**config.mk**
```make
export PLATFORM = sky130hd
export DESIGN_NAME = pc_ras
export DESIGN_NICKNAME = d
export VERILOG_FILES = /design/src/rtl/pc_ras.sv
export SDC_FILE = /design/constraint.sdc
export NUM_CORES = 1
export LEC_CHECK = 0
export BUFFER_PORTS_ARGS = -buffer_cell sky130_fd_sc_hd__clkbuf_2
export CAP_MARGIN = 15
export CORE_ASPECT_RATIO = 2
export CORE_MARGIN = 8
export CORE_UTILIZATION = 45
export CTS_BUF_LIST = sky130_fd_sc_hd__clkbuf_8
export CTS_CLUSTER_DIAMETER = 30
export DETAILED_ROUTE_END_ITERATION = 10
export GPL_ROUTABILITY_DRIVEN = 0
export GPL_TIMING_DRIVEN = 0
export PLACE_DENSITY = 0.72
export SYNTH_ARGS = -nofsm -noshare
export SYNTH_HDL_FRONTEND = slang
export SYNTH_SLANG_ARGS = --single-unit
```
**constraint.sdc**
```tcl
create_clock -name CLK -period 7.4 [get_ports CLK]
set_input_delay 0.37 -clock CLK [delete_from_list [all_inputs] [get_ports CLK]]
set_output_delay 0.37 -clock CLK [all_outputs]
set_load 0.05 [all_outputs]
```
**src/rtl/pc_ras.sv**
```systemverilog
// Fetch-stage program counter with sticky halt and a circular return-address stack.
// Next PC comes from sequential, branch, jump or RAS-pop sources and is always word-aligned.
module pc_ras #(
    parameter int unsigned          PC_W      = 32,
    parameter logic [PC_W-1:0]      RESET_PC  = '0,
    parameter int unsigned          RAS_DEPTH = 4
) (
    input  logic            CLK,
    input  logic            RST,
    input  logic            WEN,
    input  logic            halt,
    input  logic [1:0]      sel,
    input  logic [PC_W-1:0] br_target,
    input  logic [PC_W-1:0] jmp_target,
    input  logic            ras_push,
    output logic [PC_W-1:0] pco,
    output logic [PC_W-1:0] npc,
    output logic            halted,
    output logic [PC_W-1:0] ras_top,
    output logic            ras_empty,
    output logic            ras_full
);

    localparam int unsigned TP_W  = $clog2(RAS_DEPTH);
    localparam int unsigned CNT_W = $clog2(RAS_DEPTH + 1);

    typedef enum logic [1:0] {
        SEL_SEQ = 2'b00,
        SEL_BR  = 2'b01,
        SEL_JMP = 2'b10,
        SEL_RET = 2'b11
    } sel_e;

    logic [PC_W-1:0]  r_pc;
    logic             r_halted;
    logic [TP_W-1:0]  r_tp;
    logic [CNT_W-1:0] r_cnt;
    logic [PC_W-1:0]  r_ras [RAS_DEPTH];

    logic             w_upd;
    logic             w_nonempty;
    logic             w_pop;
    logic             w_push;
    logic [PC_W-1:0]  w_seq;
    logic [PC_W-1:0]  w_top;
    logic [PC_W-1:0]  w_next;
    logic [TP_W-1:0]  w_tp_inc;
    logic [TP_W-1:0]  w_tp_dec;
    sel_e             w_sel;

    assign w_sel      = sel_e'(sel);
    assign w_upd      = WEN & ~halt & ~r_halted;
    assign w_nonempty = (r_cnt != '0);
    assign w_pop      = w_upd & (w_sel == SEL_RET) & w_nonempty;
    assign w_push     = w_upd & ras_push;
    assign w_seq      = r_pc + PC_W'(4);
    assign w_top      = r_ras[r_tp];
    assign w_tp_inc   = r_tp + TP_W'(1);
    assign w_tp_dec   = r_tp - TP_W'(1);

    always_comb begin
        w_next = w_seq;
        unique case (w_sel)
            SEL_SEQ: w_next = w_seq;
            SEL_BR:  w_next = br_target;
            SEL_JMP: w_next = jmp_target;
            SEL_RET: w_next = w_nonempty ? w_top : jmp_target;
            default: w_next = w_seq;
        endcase
        w_next[1:0] = 2'b00;
    end

    always_ff @(posedge CLK or posedge RST) begin
        if (RST) begin
            r_pc     <= RESET_PC;
            r_halted <= 1'b0;
            r_tp     <= '0;
            r_cnt    <= '0;
            for (int unsigned i = 0; i < RAS_DEPTH; i++) begin
                r_ras[i] <= '0;
            end
        end else begin
            if (halt) begin
                r_halted <= 1'b1;
            end
            if (w_upd) begin
                r_pc <= w_next;
            end
            // A push that coincides with a valid pop replaces the top in place.
            if (w_push && w_pop) begin
                r_ras[r_tp] <= w_seq;
            end else if (w_push) begin
                r_tp            <= w_tp_inc;
                r_ras[w_tp_inc] <= w_seq;
                if (r_cnt != CNT_W'(RAS_DEPTH)) begin
                    r_cnt <= r_cnt + CNT_W'(1);
                end
            end else if (w_pop) begin
                r_tp  <= w_tp_dec;
                r_cnt <= r_cnt - CNT_W'(1);
            end
        end
    end

    assign pco       = r_pc;
    assign npc       = w_seq;
    assign halted    = r_halted;
    assign ras_top   = w_nonempty ? w_top : '0;
    assign ras_empty = ~w_nonempty;
    assign ras_full  = (r_cnt == CNT_W'(RAS_DEPTH));

endmodule

```
==> run summary <==
Vias in the first global route = 8239
Num ports = 170
Gr busiest metal = met2
Mapped Avg Cell Area = 9.432 µm²
Multi-input gate area = 4232 µm²
Hold depth = 3
DIE WIDTH = 113.7 µm
Num rows = 71
Max IR drop VDD = 126.7 µV
Ys async rst share = 1.000
Final clock skew = 0.01243 ns
Critical Path Max Stage Delay = 0.72 ns
# nets final = 1177
Max transition margin = 0.2894
Reg clk slew, reported paths = 0.08 ns
Hpwl dp = 23730 µm
Wirelength per Cell = 23.17 µm
Register area share after synthesis = 0.4548
Port-buffer cells = 158
Post-synth cell types = 65
Routing usage on met2 = 0.4377
Synth Cell Area = 8583 µm²
Share of cells above drive strength 1 = 0.2356
Yosys top cell area share = 0.4548
Synth area leader = dfrtp_1
Post-synth EDFFs = 0
Skew-Pair Late Insertion Delay = 0.47 ns
Run status = finished clean
Synth Flop Type = dfrtp_1
RSZ-0062 raised after global routing = no
Max_cap viols = 0
Cell mode on critical path = clkbuf_1
Syn. warnings = 0
Max stage delay cell, worst path = clkbuf_1
Crit-path cells = nor3b_1 -> clkbuf_1 -> clkbuf_1 -> clkbuf_1 -> nand3_1 -> inv_1 -> ha_1 -> clkbuf_1 -> mux2i_1 -> nor2_1 -> clkbuf_1 -> clkbuf_1 -> nor2_1 -> a21oi_1
Post-route ant nets = 0
Level count of the clock H-tree = 4
Logic pwr share = 0.227
Drc violations = 0
FILL cells = 1738
First-pass GRT wire length = 48150 µm
Routed wire length = 31600 µm
Switching portion of total power = 0.3480
Pwr Total = 2.061 mW
Setup CP Type = reg -> reg
Post-route setup TNS = 0 ns
Least-Margin Pin Slew = 1.058 ns
FF+latch count, synth = 156
Die area = 24020 µm²
Clock root cell = clkbuf_8
Slew Viols, Final = 0
Largest net degree at the start of global routing = 93
Worst min-delay path class = in -> reg
TritonCTS clock tree = built
CTS max path bufs = 2
Sequential Power Share = 0.449
Initial antenna violation count = 1
Vias per std cell = 5.888
FF-to-FF path depth = 14
Core ar. = 18740 µm²
Fin crit share = 0.6568
GR Util met1 = 0.2963
Kind of end point of the critical path = register
Seq. cell area = 3904 µm²
Data arrival time of the worst path = 5.24 ns
Die height = 211.3 µm
Min Tclk post-route = 4.861 ns
CTS buffer count = 17
Hold Violations, Final = 0
Crit path max fanout = 10
Met3 Usage GRT = 0.05137
Commonest non-fill, non-tap cell in the layout = clkbuf_2
Pleak = 4.793 nW
Initial Util = 0.4579
Total gr overflow = 0
DRT iter0 DRCs = 646
Number of vias in the routed layout = 8031
Synth-to-layout area growth = 18.53%
Required time of the critical path = 7.78 ns
Commonest cells after routing, fill and taps aside = 158 x clkbuf_2, 156 x dfrtp_1, 115 x nand2_1, 97 x nor2_1, 82 x a21oi_1
Top post-synthesis cells by area = dfrtp_1 45%, mux4_2 7.9%, nand2_1 5.0%, a21oi_1 4.8%, o21ai_0 4.5%
# clock sinks = 156
Fmax = 0.2057 GHz
Finish-stage setup viols = 0
DRT Pass-1 Iters = 5
Power per cell area = 202.6 nW/µm²
All-Layer GR Usage = 0.2670
CP startpoint kind = register
Clock power frac = 0.324
P_sw = 717.2 µW
Post-synthesis cell count = 910
Internal = 1.344 mW
critical path, delay by kind of cell (launching register included):
| kind | cells | cell delay, ns |
|---|---|---|
| AOI/OAI and AO/OA | 1 | 0.16 |
| adders and majority gates | 1 | 0.14 |
| buffers and inverters | 7 | 3.18 |
| DFF | 1 | 0.40 |
| muxes | 1 | 0.13 |
| and+or+nand+nor | 4 | 0.73 |
repair_timing:
action,in CTS,in global routing
buffers inserted,0,0
hold endpoints to repair,6,0
hold buffers,1,0
resized for setup,0,0
area by class of cell:
type	instances	share of cell area
inverters	45	0.01710
well taps	255	0.03136
plain buffers	67	0.02976
multi-input cells	647	0.4159
clock buffers	18	0.02435
diodes	1	0.0002460
flip-flops and latches	156	0.3837
repair buffers	161	0.08215
clock inverters	14	0.01537
cell usage after synthesis, types with 3 or more instances:
cell       instances
or4_4              3
o2bb2ai_1          4
clkbuf_1          48
xor2_1             9
ha_1              10
nor2b_1           30
mux2_2            11
o32ai_1            3
dfrtp_1          156
a21oi_1           82
nor3b_1            3
nand4_1            6
a31oi_1            6
and3_1             5
nand3_1           18
nor4_1             4
buf_4              8
o22ai_1            3
buf_1              4
o21ai_1            8
o22a_1             6
or2_2              3
o21ai_0           77
o31ai_1            3
inv_1             44
mux4_2            30
buf_2              5
a2bb2oi_1          4
or3_1              5
a22o_1             9
nand2_1          115
nor2_1            97
nor3_1            12
o221ai_1           4
mux2i_1           11
xnor2_1           22
stage by stage:
| step | cell area (µm²) | worst slack (ns) | cells | utilization | hold WS (ns) |
|---|---|---|---|---|---|
| after floorplan | 8602 | 2.823 | 915 | - | 0.4446 |
| after global placement | 9712 | 1.025 | 1328 | 0.5181 | 0.4563 |
| after detailed placement | 9757 | 2.565 | 1330 | 0.5205 | 0.4676 |
| after CTS | 10170 | 2.629 | 1363 | 0.5426 | 0.1107 |
| after global routing | 10170 | 2.367 | 1364 | 0.5428 | 0.1375 |
| final | 10170 | 2.539 | 1364 | 0.5428 | 0.1246 |
cell families after synthesis:
| family | Yosys count | share of synthesized area |
|---|---|---|
| buffers and inverters | 112 | 0.05495 |
| xor gates and xnor gates | 33 | 0.03542 |
| adders and majority gates | 11 | 0.01691 |
| DFF | 156 | 0.4548 |
| and+or+nand+nor | 315 | 0.1732 |
| muxes | 52 | 0.1060 |
| AOI/OAI and AO/OA | 230 | 0.1583 |
| other | 1 | 0.0004369 |
routing by layer:
metal,vias to the layer above,wire length (µm)
li1,3541,-
met2,474,15530
met4,0,2399
met5,-,0
met1,3907,11030
met3,109,2648
power groups by stage:
stage | clock network (mW) | registers (mW) | logic, mW
after floorplan | 0 | 0.983 | 0.264
after global routing | 0.705 | 0.931 | 0.494
after detailed placement | 0 | 0.941 | 0.464
after global placement | 0 | 0.940 | 0.459
final | 0.668 | 0.927 | 0.467
after CTS | 0.673 | 0.925 | 0.466
worst paths after layout:
path                         endpoint  slack, ns  startpoint
min in group asynchronous   r_ras[15]       0.52         RST
hold / removal                 halted       0.12        halt
hold reg to reg             r_ras[39]       0.48   r_ras[39]
setup / recovery           r_ras[127]       2.54      halted
max in group asynchronous     pco[23]       6.01         RST
setup reg to reg           r_ras[127]       2.54      halted
registers in the layout, indices dropped and copies added (netlist names):
signal	flops
halted	1
r_cnt	3
r_tp	2
pco	30
r_ras	120
Note: power is estimated with default switching activity, not from simulation.
